`src/rtl/modboard_link_mux_if.sv`:
```
// Board-link bundle for modboard_link_mux: FTDI serial/DTR, board select and
// the per-board serial, reset, LED lines plus the heartbeat nibble.
interface modboard_link_mux_if #(
    parameter int NCH   = 4,
    parameter int SEL_W = 2
);
    logic             ftdi_dtr;
    logic             ftdi_rxd;
    logic             ftdi_txd;
    logic [SEL_W-1:0] sel;
    logic [NCH-1:0]   tgt_d0;
    logic [NCH-1:0]   tgt_d1;
    logic [NCH-1:0]   tgt_rst_n;
    logic [NCH-1:0]   tgt_led;
    logic [3:0]       hb;

    modport master (
        output ftdi_dtr, ftdi_rxd, sel, tgt_d1,
        input  ftdi_txd, tgt_d0, tgt_rst_n, tgt_led, hb
    );
    modport slave (
        input  ftdi_dtr, ftdi_rxd, sel, tgt_d1,
        output ftdi_txd, tgt_d0, tgt_rst_n, tgt_led, hb
    );
endinterface

```
`src/rtl/modboard_link_mux.sv`:
```
// Routes one FTDI UART + DTR to one of NCH boards, turning DTR falls into timed reset pulses.
// Define MODBOARD_RST_ALL_EN to pulse every board's reset (and light every LED) instead of the selected one.
module modboard_link_mux #(
    parameter int NCH      = 4,
    parameter int SEL_W    = 2,
    parameter int RST_CYC  = 16,
    parameter int HOLD_CYC = 64,
    parameter int IDLE_CYC = 8,
    parameter int ACT_CYC  = 32,
    parameter int HB_W     = 14
) (
    input  logic               pG0,
    input  logic               pRST,
    modboard_link_mux_if.slave lnk
);
    localparam int IDX_W = (NCH > 1) ? $clog2(NCH) : 1;
    localparam int IDL_W = (IDLE_CYC < 1) ? 1 : $clog2(IDLE_CYC + 1);
    localparam int ACT_W = (ACT_CYC < 1) ? 1 : $clog2(ACT_CYC + 1);
    localparam int RMAX  = (RST_CYC > HOLD_CYC) ? RST_CYC : HOLD_CYC;
    localparam int CTR_W = $clog2(RMAX + 1);
    localparam logic [IDL_W-1:0] IDLE_MAX = IDL_W'(IDLE_CYC);
    localparam logic [ACT_W-1:0] ACT_MAX  = ACT_W'(ACT_CYC);
    localparam logic [SEL_W:0]   NCH_C    = (SEL_W + 1)'(NCH);

    typedef enum logic [1:0] {IDLE, PULSE, HOLD} state_e;

    logic           dtr_s1_q, dtr_s2_q, dtr_prev_q;
    logic           rxd_s1_q, rxd_s2_q;
    logic [NCH-1:0] d1_s1_q, d1_s2_q;

    // Synchronisers idle high so reset release never looks like UART or DTR activity.
    always_ff @(posedge pG0 or negedge pRST) begin
        if (!pRST) begin
            dtr_s1_q   <= 1'b1;
            dtr_s2_q   <= 1'b1;
            dtr_prev_q <= 1'b1;
            rxd_s1_q   <= 1'b1;
            rxd_s2_q   <= 1'b1;
            d1_s1_q    <= '1;
            d1_s2_q    <= '1;
        end else begin
            dtr_s1_q   <= lnk.ftdi_dtr;
            dtr_s2_q   <= dtr_s1_q;
            dtr_prev_q <= dtr_s2_q;
            rxd_s1_q   <= lnk.ftdi_rxd;
            rxd_s2_q   <= rxd_s1_q;
            d1_s1_q    <= lnk.tgt_d1;
            d1_s2_q    <= d1_s1_q;
        end
    end

    logic [SEL_W-1:0] sel_q, sel_d;
    logic [IDX_W-1:0] sel_idx;
    logic [IDL_W-1:0] idle_ctr_q, idle_ctr_d;
    logic [ACT_W-1:0] act_ctr_q, act_ctr_d;
    logic [HB_W-1:0]  hb_ctr_q, hb_ctr_d;
    logic [NCH-1:0]   tgt_d0_q, tgt_d0_d, led_q, led_d;
    logic             ftdi_txd_q, ftdi_txd_d;
    logic             line_idle, dtr_fall;
    state_e           state_q;
    logic [CTR_W-1:0] rst_ctr_q;
    logic [NCH-1:0]   rst_n_q;

    assign sel_idx = IDX_W'(sel_q);

    always_comb begin
        line_idle  = rxd_s2_q & d1_s2_q[sel_idx];
        dtr_fall   = dtr_prev_q & ~dtr_s2_q;
        idle_ctr_d = idle_ctr_q;
        if (!line_idle)
            idle_ctr_d = '0;
        else if (idle_ctr_q != IDLE_MAX)
            idle_ctr_d = idle_ctr_q + 1'b1;
        // Switching only after a quiet line keeps a byte from being split across boards.
        sel_d = sel_q;
        if (idle_ctr_q == IDLE_MAX && state_q == IDLE && ({1'b0, lnk.sel} < NCH_C))
            sel_d = lnk.sel;
        act_ctr_d = act_ctr_q;
        if (!line_idle)
            act_ctr_d = ACT_MAX;
        else if (act_ctr_q != '0)
            act_ctr_d = act_ctr_q - 1'b1;
        hb_ctr_d            = hb_ctr_q + 1'b1;
        tgt_d0_d            = '1;
        tgt_d0_d[sel_idx]   = rxd_s2_q;
        ftdi_txd_d          = d1_s2_q[sel_idx];
        led_d               = '0;
        led_d[sel_idx]      = (act_ctr_q == '0) | hb_ctr_q[HB_W-4];
    end

    always_ff @(posedge pG0 or negedge pRST) begin
        if (!pRST) begin
            sel_q      <= '0;
            idle_ctr_q <= '0;
            act_ctr_q  <= '0;
            hb_ctr_q   <= '0;
            tgt_d0_q   <= '1;
            ftdi_txd_q <= 1'b1;
            led_q      <= '0;
        end else begin
            sel_q      <= sel_d;
            idle_ctr_q <= idle_ctr_d;
            act_ctr_q  <= act_ctr_d;
            hb_ctr_q   <= hb_ctr_d;
            tgt_d0_q   <= tgt_d0_d;
            ftdi_txd_q <= ftdi_txd_d;
            led_q      <= led_d;
        end
    end

    // DTR edges outside IDLE are dropped: dtr_prev_q keeps tracking, so nothing queues.
    always_ff @(posedge pG0 or negedge pRST) begin
        if (!pRST) begin
            state_q   <= IDLE;
            rst_ctr_q <= '0;
            rst_n_q   <= '1;
        end else begin
            case (state_q)
                IDLE: if (dtr_fall) begin
                    state_q   <= PULSE;
                    rst_ctr_q <= '0;
`ifdef MODBOARD_RST_ALL_EN
                    rst_n_q   <= '0;
`else
                    rst_n_q   <= ~(NCH'(1) << sel_idx);
`endif
                end
                PULSE: if (rst_ctr_q == CTR_W'(RST_CYC - 1)) begin
                    state_q   <= HOLD;
                    rst_ctr_q <= '0;
                    rst_n_q   <= '1;
                end else begin
                    rst_ctr_q <= rst_ctr_q + 1'b1;
                end
                HOLD: if (rst_ctr_q == CTR_W'(HOLD_CYC - 1)) begin
                    state_q   <= IDLE;
                    rst_ctr_q <= '0;
                end else begin
                    rst_ctr_q <= rst_ctr_q + 1'b1;
                end
                default: begin
                    state_q   <= IDLE;
                    rst_ctr_q <= '0;
                    rst_n_q   <= '1;
                end
            endcase
        end
    end

    assign lnk.tgt_d0    = tgt_d0_q;
    assign lnk.ftdi_txd  = ftdi_txd_q;
    assign lnk.tgt_rst_n = rst_n_q;
    // A board held in reset shows a solid LED; the reset mask is already aligned to the pulse.
    assign lnk.tgt_led   = led_q | ~rst_n_q;
    assign lnk.hb        = hb_ctr_q[HB_W-1 -: 4];
endmodule

```
`src/flat_wrapper.sv`:
```
// flat-port wrapper written by rule: the top's interface ports become plain ports
module modboard_link_mux_flat 
#(
    parameter int NCH      = 4,
    parameter int SEL_W    = 2,
    parameter int RST_CYC  = 16,
    parameter int HOLD_CYC = 64,
    parameter int IDLE_CYC = 8,
    parameter int ACT_CYC  = 32,
    parameter int HB_W     = 14
)
  (pG0, pRST, lnk_ftdi_dtr, lnk_ftdi_rxd, lnk_sel, lnk_tgt_d1, lnk_ftdi_txd, lnk_tgt_d0, lnk_tgt_rst_n, lnk_tgt_led, lnk_hb);
  modboard_link_mux_if #(.NCH(NCH), .SEL_W(SEL_W)) lnk_i ();
  input  logic pG0;
  input  logic pRST;
  input wire logic [$bits(lnk_i.ftdi_dtr)-1:0] lnk_ftdi_dtr;
  input wire logic [$bits(lnk_i.ftdi_rxd)-1:0] lnk_ftdi_rxd;
  input wire logic [$bits(lnk_i.sel)-1:0] lnk_sel;
  input wire logic [$bits(lnk_i.tgt_d1)-1:0] lnk_tgt_d1;
  output wire logic [$bits(lnk_i.ftdi_txd)-1:0] lnk_ftdi_txd;
  output wire logic [$bits(lnk_i.tgt_d0)-1:0] lnk_tgt_d0;
  output wire logic [$bits(lnk_i.tgt_rst_n)-1:0] lnk_tgt_rst_n;
  output wire logic [$bits(lnk_i.tgt_led)-1:0] lnk_tgt_led;
  output wire logic [$bits(lnk_i.hb)-1:0] lnk_hb;
  assign lnk_i.ftdi_dtr = lnk_ftdi_dtr;
  assign lnk_i.ftdi_rxd = lnk_ftdi_rxd;
  assign lnk_i.sel = lnk_sel;
  assign lnk_i.tgt_d1 = lnk_tgt_d1;
  assign lnk_ftdi_txd = lnk_i.ftdi_txd;
  assign lnk_tgt_d0 = lnk_i.tgt_d0;
  assign lnk_tgt_rst_n = lnk_i.tgt_rst_n;
  assign lnk_tgt_led = lnk_i.tgt_led;
  assign lnk_hb = lnk_i.hb;
  modboard_link_mux #(.NCH(NCH), .SEL_W(SEL_W), .RST_CYC(RST_CYC), .HOLD_CYC(HOLD_CYC), .IDLE_CYC(IDLE_CYC), .ACT_CYC(ACT_CYC), .HB_W(HB_W)) u_core (.pG0(pG0), .pRST(pRST), .lnk(lnk_i));
endmodule
```
`config.mk`:
```
export PLATFORM = sky130hd
export DESIGN_NAME = modboard_link_mux_flat
export DESIGN_NICKNAME = d
export VERILOG_FILES = /design/src/rtl/modboard_link_mux_if.sv /design/src/rtl/modboard_link_mux.sv /design/src/flat_wrapper.sv
export SDC_FILE = /design/constraint.sdc
export NUM_CORES = 1
export LEC_CHECK = 0
export ABC_AREA = 0
export CAP_MARGIN = 20
export CELL_PAD_IN_SITES_DETAIL_PLACEMENT = 1
export CELL_PAD_IN_SITES_GLOBAL_PLACEMENT = 2
export CORE_ASPECT_RATIO = 1.1
export CORE_UTILIZATION = 34
export CTS_CLUSTER_SIZE = 24
export DETAILED_ROUTE_END_ITERATION = 10
export PLACE_DENSITY = 0.83
export SYNTH_ARGS = -nofsm -noshare
export SYNTH_HDL_FRONTEND = slang
export SYNTH_SLANG_ARGS = --single-unit
```
`constraint.sdc`:
```
create_clock -name pG0 -period 2.07 [get_ports pG0]
set_input_delay 0.414 -clock pG0 [delete_from_list [all_inputs] [get_ports pG0]]
set_output_delay 0.414 -clock pG0 [all_outputs]
set_load 0.1 [all_outputs]
```
Word level (Yosys, flattened, before mapping):

Cells that the tools add are included.

* flip-flop bits (word level): 61
* input bits: 10
* logic and storage cells: 72

* $add $sub $neg: 4
* order comparisons: 2
* equal/unequal tests: 11
* shift operators: 1
* mux-type cells: 19
* bitwise logic cells: 11
* reductions and logical operators: 7

Operators by type and width (number)
* 7-bit two-way mux: 3
* 7-bit one-hot mux with 3 select lines: 1
* 4-bit two-way mux: 4
* 14-bit by 1-bit adder with 14-bit output (second input constant): 1
* 6-bit two-way mux: 2
* 4-bit NOT: 3
* 4-bit one-hot mux with 3 select lines: 1
* 4-bit OR: 2
* 7-bit by 1-bit adder with 7-bit output (second input constant): 1
* 7-bit by 4-bit equality test with 1-bit output (second input constant): 1
* 7-bit by 6-bit equality test with 1-bit output (second input constant): 1
* 6-bit logical NOT: 1
* 2-bit two-way mux: 3
* 2-bit by 1-bit != test with 1-bit output (second input constant): 3
* 2-bit one-hot mux with 3 select lines: 1
* 3-bit AND reduction: 2
* 6-bit nonzero test: 1
* 6-bit by 1-bit subtractor with 6-bit output (second input constant): 1
* 4-bit by 1-bit adder with 4-bit output (second input constant): 1
* 4-bit AND: 1
* 4-bit equality test (second input constant): 1
* 2-bit != test (second input constant): 2
* 4-bit != test (second input constant): 1
* 1-bit by 2-bit << shifter with 4-bit output (first input constant): 1
* other kinds (12): 16

Logic depth before layout (Yosys ltp):

Gate-level depths: netlist of run 1.

* word-level depth: 6
* gate-level depth with buffers: 7
* gate-level depth less buffers: 6

Least setup slack after synthesis of run 1:

OpenSTA, ideal clock, no wires.

* path kind: register to output
* start point: reg u_core.rst_n_q[0], in the netlist u_core.lnk.tgt_rst_n[0]
* end point: out lnk_tgt_led[0]
* data arrival time: 1531 ps
* data required time: 1656 ps
* setup slack: 125 ps
* stages on the path, launching flop included: 2
* cells stage by stage: dfstp_2 nand2b_1

* word-level cells in the longest chain between the ends: 2

Ends and longest elaborated chain
* start, declared: line modboard_link_mux.sv:62 `logic [NCH-1:0] rst_n_q;`
* start signal, assigned: line modboard_link_mux.sv:125 `rst_n_q <= ~(NCH'(1) << sel_idx);`
* 4-bit NOT: line modboard_link_mux.sv:154 `assign lnk.tgt_led = led_q | ~rst_n_q;`
* 4-bit OR: line modboard_link_mux.sv:154
* end, declared: line flat_wrapper.sv:23 `output wire logic [$bits(lnk_i.tgt_led)-1:0] lnk_tgt_led;`

No other way between the ends.

Worst setup path after layout of run 1:

* start point: reg u_core.rst_ctr_q[0]
* end point: reg u_core.state_q[0]

* word-level cells in the longest chain between the ends: 3
* elaborated cells on any way between the ends: 5
* classes of those cells: 4 x eq/ne; 1 x reduce/logical

Ends and longest elaborated chain
* start, declared: line modboard_link_mux.sv:61 `logic [CTR_W-1:0] rst_ctr_q;`
* start signal, assigned: line modboard_link_mux.sv:133 `rst_ctr_q <= rst_ctr_q + 1'b1;`
* start signal, assigned: line modboard_link_mux.sv:139 `rst_ctr_q <= rst_ctr_q + 1'b1;`
* 7-bit by 6-bit equality test with 1-bit output / 7-bit by 4-bit equality test with 1-bit output (equally long branches): line modboard_link_mux.sv:135, modboard_link_mux.sv:128
* 2-bit by 1-bit != test with 1-bit output (no source line)
* 3-bit AND reduction (no source line) *
* end signal, assigned: line modboard_link_mux.sv:129 `state_q <= HOLD;`
* end signal, assigned: line modboard_link_mux.sv:136 `state_q <= IDLE;`
* end signal, assigned: line modboard_link_mux.sv:142 `state_q <= IDLE;`
* end, declared: line modboard_link_mux.sv:60 `state_e state_q;`

Every way passes the cells marked *; elsewhere a longest branch is shown, timed or not.
A chain may end at the register's enable or synchronous reset.

==> qor.csv, run 1 <==
stage,metric,value,unit
floorplanning,CORE AREA,7510,µm²
worst_setup_path,Reg2Reg Depth,5,
floorplanning,Die W,86.2,µm
place,pre-CTS WS,0.119,ns
logic_synthesis,Post-Syn Instances,230,
place,RePlAce Congestion,0.757,
layout,share of layout cells above drive strength 1,27.9,%
clock_tree,H-tree Lvls,3,
place,placed insts,358,
worst_setup_path,CP Data Arrival Time,2.19,ns
floorplanning,io pins,27,
clock_tree,"Clk pin slew, worst setup/hold paths",0.07,ns
logic_synthesis,syn avg cell area,11.5,µm²
floorplanning,die area,8160,µm²
sta,actual slew at the worst max-slew pin,0.406,ns
route,DR pass1 iterations,4,
layout,diodes inserted,0,
hold_path,hold crit path type,in2async,
logic_synthesis,"Seq/Total Area, Yosys",58.6,%
global_routing,largest net degree at the start of global routing,62,
clock_tree,# resized after CTS,0,
layout,most frequent cells in the layout,"dfrtp_1 (39), nand2_1 (22), dfstp_2 (22)",
worst_setup_path,WS Path Type,reg2reg,
sta,final worst setup slack,0.0977,ns
route,drc violations,0,
run_status,status,"complete, no violations",
logic_synthesis,"EDFF count, synth",0,
logic_synthesis,post-synthesis cell type count,40,
worst_setup_path,FF-to-FF End,u_core.state_q[0],
sta,RSZ-0062 raised after global routing,no,
sta,Tmin final,1.97,ns
worst_setup_path,crit path capture type,flip-flop,
global_routing,GR Overflow Total,0,
worst_setup_path,"slowest stage delay, CP",0.48,ns
route,Post-DRT Antenna Nets,0,
logic_synthesis,synth top area cells,"dfrtp_1 (37%), dfstp_2 (22%), ha_1 (4.7%)",
logic_synthesis,synth warn,0,
logic_synthesis,"Top FF cell, synth",dfrtp_1,
sta,Final period util,95.3,%
global_routing,vias in the first global route,1886,
clock_tree,CTS Sinks,61,
logic_synthesis,top cell type's share of synthesized area,36.8,%
sta,clk_skew,0.00732,ns
power,Pleak,1.47,nW
worst_setup_path,CP cell instances,ha_1 -> nand4b_2 -> or4_1 -> a221oi_2 -> mux2_2,
global_routing,All-Layer GR Usage,14.4,%
worst_setup_path,CP max-delay cell,or4_1,
clock_tree,TritonCTS clock tree,done,
global_routing,first-pass GRT wire length,8.85,mm
worst_setup_path,Critical path origin,u_core.rst_ctr_q[0],
place,placed instance area,3130,µm²
worst_setup_path,crit path launch type,flip-flop,
route,via count,1767,
route,DRT Wirelength,4.98,mm
sta,slew margin rel.,72.9,%
clock_tree,# hold bufs at CTS,0,
power,total power,3.75,mW
sta,Slew Limit Fails,0,
layout,fin util,43.7,%
clock_tree,root buf cell,clkbuf_8,
clock_tree,CTS buffer count,9,
place,HPWL Detailed,3.57,mm
power,pwr/cell area,1140,nW/µm²
worst_setup_path,Critical Path Sink,u_core.state_q[0],
power,maximum vdd drop,0.346,mV
route,routed length per instance,13.3,µm
worst_setup_path,r2r startpoint,u_core.rst_ctr_q[0],
floorplanning,row cnt,33,
floorplanning,die height,94.6,µm
run,Max-Cap Viols,0,
sta,Final setup viols,0,
layout,final net count,284,
sta,worst hold slack,0.0745,ns
clock_tree,Max Root-Sink Buffers,2,
worst_setup_path,R2R Setup Slk,0.1,ns
place,Port Buffers,26,
layout,"Cell Count, Final, Fillers Out",374,
sta,setup TNS,0,ns
sta,Fin. Hold Viols,0,
sta,Peak Freq,507,MHz
logic_synthesis,cell area after synthesis,2650,µm²
route,via/cell ratio,4.72,
worst_setup_path,crit-path max FO,5,
global_routing,antenna violations before repair,0,
layout,post-route cell area,3290,µm²
logic_synthesis,syn nets,250,
layout,"commonest non-fill, non-tap cell in the layout",dfrtp_1,
layout,Synth-to-Final Area Change,24.0,%
logic_synthesis,#FFs+latches synth,61,
clock_tree,clk_lat worst skew,0.33,ns
worst_setup_path,CP required,2.29,ns
route,Iteration-0 DRC Markers,57,
logic_synthesis,"Async S/R FF share, synth",100,%
floorplanning,Initial Util,35.3,%
logic_synthesis,cell taking the most area after synthesis,dfrtp_1,
clock_tree,Setup Buffers After CTS,0,
==> metal layers <==
layer | share of wire [%] | track usage (%)
met1 | 46 | 18.2
met2 | 49 | 22.8
met3 | 3.2 | 3.67
met4 | 2.1 | 7.36
met5 | 0 | 0
==> worst min-delay path by stage <==
| stage | startpoint | end | slack, ns | cells after the start |
|---|---|---|---|---|
| after CTS | pRST | u_core.led_q[2] | 0.08 | 2 |
| after global routing | pRST | u_core.led_q[2] | 0.09 | 2 |
| after detailed placement | u_core.rxd_s1_q | u_core.rxd_s2_q | 0.35 | 0 |
| after floorplan | pRST | u_core.act_ctr_q[0] | 0.12 | 0 |
| final | pRST | u_core.led_q[2] | 0.07 | 2 |
| after global placement | u_core.rxd_s1_q | u_core.rxd_s2_q | 0.35 | 0 |
==> flip-flops by register name, indices dropped and copies added, names as in the netlist, 4 cells and up <==
signal / flops
u_core.led_q: 4
u_core.act_ctr_q: 6
u_core.idle_ctr_q: 4
u_core.d1_s1_q: 4
u_core.lnk.tgt_d0: 4
u_core.rst_ctr_q: 7
u_core.d1_s2_q: 4
u_core.hb_ctr_q: 14
u_core.lnk.tgt_rst_n: 4
==> layout make-up <==
type,instances,area (µm²)
Fill cell,830,4230
Timing Repair Buffer,32,395
Sequential cell,61,1550
Multi-Input combinational cell,150,1010
Clock inverter,5,27.5
Tap cell,105,131
Inverter,10,37.5
Clock buffer,11,131
==> synthesized netlist by cell type (5+ instances only) <==
cell type  number
a21oi_1         7
dfrtp_1        39
dfstp_2        22
ha_1           10
inv_1          10
mux2_2          7
nand2_1        22
nand2b_1        9
nand3_1        11
nand3b_1        5
nand4_1         5
nor2_1         16
nor3_1          6
o21ai_0         8
xnor2_1         7
xor2_1          8
==> power by group <==
| group | internal (mW) | switching (mW) |
|---|---|---|
| Sequential | 1.34 | 0.102 |
| Clock | 0.426 | 0.444 |
| Combinational | 0.468 | 0.969 |
| Total | 2.23 | 1.52 |
==> critical path, delay by kind of cell, from the launching register on <==
family / cells / cell delay [ns]
adder cells (fa/ha/maj): 1 / 0.23
flip-flops: 1 / 0.39
AO/OA/AOI/OAI: 1 / 0.24
AND/OR/NAND/NOR: 2 / 0.64
multiplexers: 1 / 0.36
==> cell families after synthesis <==
| group | synth area share (%) |
|---|---|
| simple gates | 17.4 |
| flops | 58.6 |
| compound gates | 6.84 |
| xor+xnor | 4.96 |
| buf+inv | 3.30 |
| fa+ha+maj | 4.72 |
| mux | 4.20 |
(Power assumes the default switching activity.)
==> inputs of run 2 (changes only) <==
CORE_ASPECT_RATIO = default   (was 1.1)
CORE_MARGIN = 3   (was default)
==> run 2 against run 1 <==
Compared with the run above:
- combinational power about the same
- critical path depth unchanged
- first-iteration DRC count up 14%
- count of clock-buffer cells in the layout up 1
- critical endpoint unchanged
- largest power group unchanged
==> qor.csv, run 2 (synthesis results as in run 1) <==
stage,metric,value,unit
worst_setup_path,Worst Path Buf+Inv,0,
route,wl on met1,2.33,mm
clock_tree,Max Root-Sink Buffers,2,
route,met2 WL post-DR,2.27,mm
layout,share of layout cells above drive strength 1,28.0,%
place,Port Buffers,26,
route,via/cell ratio,4.69,
floorplanning,io pins,27,
run,Max-Cap Viols,0,
worst_setup_path,crit path launch type,flip-flop,
route,Post-DRT Antenna Nets,0,
worst_setup_path,CP max-delay cell,or4_1,
layout,Synth-to-Final Area Change,24.8,%
floorplanning,row cnt,31,
clock_tree,# hold bufs at CTS,0,
route,drc violations,0,
sta,setup TNS,0,ns
power,Seq pwr share,37.0,%
global_routing,All-Layer GR Usage,12.2,%
layout,final net count,283,
worst_setup_path,CP Data Arrival Time,2.17,ns
clock_tree,CTS buffer count,9,
layout,Regs by FF count,"u_core.hb_ctr_q: 14 flops, u_core.rst_ctr_q: 7 flops, u_core.act_ctr_q: 6 flops",
worst_setup_path,WS Path Type,reg2reg,
worst_setup_path,FF-to-FF End,u_core.state_q[0],
layout,diodes inserted,0,
route,routed length per instance,13.1,µm
clock_tree,CTS Sinks,61,
layout,most frequent cells in the layout,"dfrtp_1 (39), nand2_1 (22), dfstp_2 (22)",
worst_setup_path,CP cell instances,ha_2 -> nand4b_2 -> or4_1 -> a221oi_2 -> mux2_2,
floorplanning,Die W,94.3,µm
clock_tree,clk_lat worst skew,0.32,ns
power,P_sw,1.50,mW
sta,Slew Limit Fails,0,
worst_setup_path,crit path capture type,flip-flop,
floorplanning,CORE AREA,7410,µm²
clock_tree,root buf cell,clkbuf_8,
route,DR pass1 iterations,4,
global_routing,GR Overflow Total,0,
global_routing,first-pass GRT wire length,8.43,mm
layout,most flop-heavy register,u_core.hb_ctr_q,
sta,Final setup viols,0,
global_routing,vias in the first global route,1757,
layout,"commonest non-fill, non-tap cell in the layout",dfrtp_1,
sta,slew margin rel.,74.7,%
sta,actual slew at the worst max-slew pin,0.379,ns
worst_setup_path,"slowest stage delay, CP",0.47,ns
clock_tree,H-tree Lvls,3,
place,placed instance area,3110,µm²
worst_setup_path,crit-path max FO,5,
worst_setup_path,Reg2Reg Depth,5,
clock_tree,Setup Buffers After CTS,0,
floorplanning,Initial Util,35.8,%
layout,max FFs per register,14,
place,RePlAce Congestion,0.733,
route,via count,1721,
power,cell-internal power,2.38,mW
floorplanning,die area,8890,µm²
place,HPWL Detailed,3.39,mm
layout,post-route cell area,3310,µm²
worst_setup_path,Critical path origin,u_core.rst_ctr_q[0],
route,met3 wire length,129,µm
worst_setup_path,"CP delay by family, top",simple AND/OR/NAND/NOR gates,
clock_tree,"Clk pin slew, worst setup/hold paths",0.07,ns
global_routing,largest net degree at the start of global routing,62,
sta,Peak Freq,508,MHz
power,pwr/cell area,1170,nW/µm²
hold_path,hold crit path type,in2async,
clock_tree,# resized after CTS,0,
global_routing,antenna violations before repair,0,
sta,Tmin final,1.97,ns
worst_setup_path,r2r startpoint,u_core.rst_ctr_q[0],
route,DRT Wirelength,4.81,mm
sta,clk_skew,0.00993,ns
route,DR top layer,met4,
worst_setup_path,CP required,2.27,ns
power,power share of the combinational group,36.5,%
route,Iteration-0 DRC Markers,65,
power,Sw Share,38.7,%
worst_setup_path,R2R Setup Slk,0.10,ns
sta,RSZ-0062 raised after global routing,no,
sta,Final period util,95.0,%
clock_tree,TritonCTS clock tree,done,
power,Pleak,1.48,nW
power,maximum vdd drop,0.447,mV
sta,Fin. Hold Viols,0,
floorplanning,die height,94.3,µm
power,clock power share,26.4,%
run_status,status,"complete, no violations",
==> run 2: per-stage QoR <==
stage | util [%] | hold WS (ns) | power, mW | cells | worst slack, ns
2_1_floorplan | - | 0.118 | 2.45 | 230 | 0.125
3_3_place_gp | 42.0 | 0.346 | 2.88 | 351 | 0.155
3_5_place_dp | 42.0 | 0.348 | 2.89 | 351 | 0.116
4_1_cts | 44.6 | 0.0877 | 3.95 | 367 | 0.0913
5_1_grt | 44.7 | 0.0874 | 4.09 | 367 | 0.0167
6_report | 44.7 | 0.0823 | 3.89 | 367 | 0.103
==> run 2: how the worst max path moves through the flow <==
stage / end / depth (start not counted)
finish: u_core.state_q[0] / 5
global route: u_core.state_q[0] / 5
CTS: u_core.state_q[0] / 5
detailed placement: u_core.state_q[0] / 5
global placement: u_core.state_q[0] / 5
floorplan: lnk_tgt_led[0] / 1
==> run 2: worst register-to-register path: stages (launching register included) <==
cell and delay (ns):
dfrtp_1 0.39, ha_2 0.22, nand4b_2 0.14, or4_1 0.47, a221oi_2 0.26, mux2_2 0.36
==> run 2: final cells by class <==
class,count,area [µm²]
clock buffers,12,145
fillers,795,4100
well taps,99,124
repair buffers,31,388
flip-flops and latches,61,1550
inverters,10,37.5
multi-input cells,150,1010
clock inverters,4,48.8
==> run 2: power by group through the flow <==
stage               registers (mW)  clock network, mW  logic [mW]
finish                        1.44               1.03        1.42
global route                  1.46               1.12        1.51
CTS                           1.44               1.08        1.43
detailed placement            1.46                  0        1.43
global placement              1.46                  0        1.42
floorplan                     1.76                  0       0.686
==> run 2: layer usage <==
metal | GRT usage [%] | vias to the layer above
li1 | - | 850
met2 | 19.1 | 23
met1 | 16.0 | 843
met3 | 2.24 | 5
met5 | 0 | -
met4 | 6.86 | 0
==> inputs of run 3 (changes only) <==
CELL_PAD_IN_SITES_GLOBAL_PLACEMENT = 1   (was 2)
CORE_UTILIZATION = 45   (was 34)
DONT_BUFFER_PORTS = 1   (was default)
PLACE_DENSITY = 0.82   (was 0.83)
==> run 3 against run 2 <==
Compared with the run above:
- critical path depth stayed put
- fmax is 1.6% lower
- first-iteration DRC count is 26% higher
- setup slack worse by 0.033 ns
- clock skew is 0.0098 ns higher
- hold slack worse by 0.013 ns
- sequential cell count stayed put
- highest routed layer unchanged
==> qor.csv, run 3 (synthesis results as in run 1) <==
stage,metric,value,unit
run_status,status,"complete, no violations",
clock_tree,CTS Sinks,61,
power,P_sw,1.53,mW
power,pwr/cell area,1310,nW/µm²
power,cell-internal power,2.53,mW
floorplanning,Die W,82.8,µm
worst_setup_path,crit path capture type,flip-flop,
layout,max FFs per register,14,
place,RePlAce Congestion,0.842,
hold_path,hold crit path type,in2reg,
route,Post-DRT Antenna Nets,0,
global_routing,All-Layer GR Usage,19.0,%
clock_tree,H-tree Lvls,3,
worst_setup_path,Critical path origin,u_core.state_q[0],
worst_setup_path,CP required,2.31,ns
layout,most flop-heavy register,u_core.hb_ctr_q,
global_routing,GR Overflow Total,0,
sta,Final setup viols,0,
layout,Multi-input gate area,1020,µm²
power,clock power share,32.5,%
place,Port Buffers,0,
sta,clk_skew,0.0197,ns
route,via count,1776,
power,Seq pwr share,35.7,%
worst_setup_path,crit path launch type,flip-flop,
power,maximum vdd drop,0.992,mV
route,DRT Wirelength,5.55,mm
sta,Slew Limit Fails,0,
layout,diodes inserted,0,
sta,Tmin final,2.00,ns
sta,Final period util,96.6,%
clock_tree,"Clk pin slew, worst setup/hold paths",0.08,ns
layout,most frequent cells in the layout,"dfrtp_1 (39), nand2_1 (22), dfstp_2 (22)",
worst_setup_path,crit-path max FO,5,
place,HPWL Detailed,3.70,mm
layout,# fillers,596,
place,pre-CTS WS,0.0453,ns
layout,Reg area,1550,µm²
floorplanning,row cnt,27,
worst_setup_path,CP cell instances,inv_1 -> ha_1 -> or4_4 -> a221oi_2 -> mux2_2,
clock_tree,Max Root-Sink Buffers,2,
clock_tree,Setup Buffers After CTS,0,
layout,"commonest non-fill, non-tap cell in the layout",dfrtp_1,
route,DR pass1 iterations,4,
layout,final net count,269,
worst_setup_path,r2r startpoint,u_core.state_q[0],
floorplanning,CORE AREA,5610,µm²
hold_path,HP Start,lnk_ftdi_dtr,
layout,Regs by FF count,"u_core.hb_ctr_q: 14 flops, u_core.rst_ctr_q: 7 flops, u_core.act_ctr_q: 6 flops",
worst_setup_path,CP Data Arrival Time,2.24,ns
sta,Fin. Hold Viols,0,
clock_tree,TritonCTS clock tree,done,
sta,final worst setup slack,0.0700,ns
worst_setup_path,"CP delay by family, top",simple AND/OR/NAND/NOR gates,
worst_setup_path,"slowest stage delay, CP",0.52,ns
layout,share of layout cells above drive strength 1,27.6,%
floorplanning,io pins,27,
sta,actual slew at the worst max-slew pin,0.505,ns
sta,RSZ-0062 raised after global routing,no,
clock_tree,root buf cell,clkbuf_8,
global_routing,largest net degree at the start of global routing,62,
place,placed instance area,2800,µm²
route,Iteration-0 DRC Markers,82,
worst_setup_path,WS Path Type,reg2reg,
route,routed length per instance,17.0,µm
floorplanning,die height,82.8,µm
layout,Synth-to-Final Area Change,16.8,%
route,drc violations,0,
sta,slew margin rel.,66.4,%
clock_tree,clk_lat worst skew,0.35,ns
floorplanning,die area,6850,µm²
worst_setup_path,Worst Path Buf+Inv,1,
power,power share of the combinational group,31.7,%
global_routing,first-pass GRT wire length,9.37,mm
global_routing,vias in the first global route,1911,
route,via/cell ratio,5.45,
floorplanning,Initial Util,47.3,%
layout,fin util,55.2,%
clock_tree,CTS buffer count,9,
layout,post-route cell area,3100,µm²
global_routing,antenna violations before repair,0,
run,Max-Cap Viols,0,
power,Sw Share,37.7,%
sta,setup TNS,0,ns
sta,Peak Freq,500,MHz
worst_setup_path,CP max-delay cell,or4_4,
power,Pleak,1.40,nW
[run 3: cell types whose count changed in the layout (fill, tap and decap cells not counted), sizes merged]
cell	before	now
clkdlybuf4s50	8	0
dlygate4sd3	0	1
clkinv	3	1
buf	23	16
bufinv	1	3
[run 3: metrics by stage]
stage / instances / hold slack, ns / power (mW)
global route: 326 / 0.0474 / 4.25
CTS: 326 / 0.0509 / 4.09
global placement: 308 / 0.120 / 2.67
detailed placement: 308 / 0.120 / 2.73
floorplan: 230 / 0.118 / 2.45
finish: 326 / 0.0695 / 4.06
[run 3: final cells by class]
type	instances	area share, %
sequential	61	50.2
clock inverter	4	3.07
multi-input combinational	150	32.8
timing repair buffer	17	4.85
inverter	10	1.21
clock buffer	12	5.01
tap	72	2.91
[run 3: layer usage]
layer  global-route usage [%]  up-vias  routed length (µm)
li1                         -      820                   -
met1                     22.0      906                2320
met2                     31.7       38                2860
met3                     5.75       12                 251
met4                     9.80        0                 116
met5                        0        -                   0
[run 3: timing repair]
item / in CTS / in global routing
gates resized for setup: 0 / 2
endpoints found under the setup margin: 0 / 1
endpoints found under the hold margin: 61 / 0
hold buffers: 2 / 0
[run 3: power groups by stage]
| stage | combinational, mW | clock, mW | sequential (mW) |
|---|---|---|---|
| 2_1_floorplan | 0.686 | 0 | 1.76 |
| 3_3_place_gp | 1.21 | 0 | 1.46 |
| 3_5_place_dp | 1.26 | 0 | 1.47 |
| 4_1_cts | 1.30 | 1.34 | 1.45 |
| 5_1_grt | 1.38 | 1.41 | 1.46 |
| 6_report | 1.29 | 1.32 | 1.45 |
[run 3: worst paths after layout]
kind / endpoint / slack, ns / depth (start not counted)
worst max-delay path: u_core.state_q[0] / 0.07 / 5
worst min register to register: u_core.dtr_s2_q / 0.34 / 0
worst min-delay path: u_core.dtr_s1_q / 0.07 / 0
worst max register to register: u_core.state_q[0] / 0.07 / 5
min in group asynchronous: u_core.state_q[0] / 0.61 / 2
max in group asynchronous: u_core.d1_s2_q[0] / 1.13 / 2
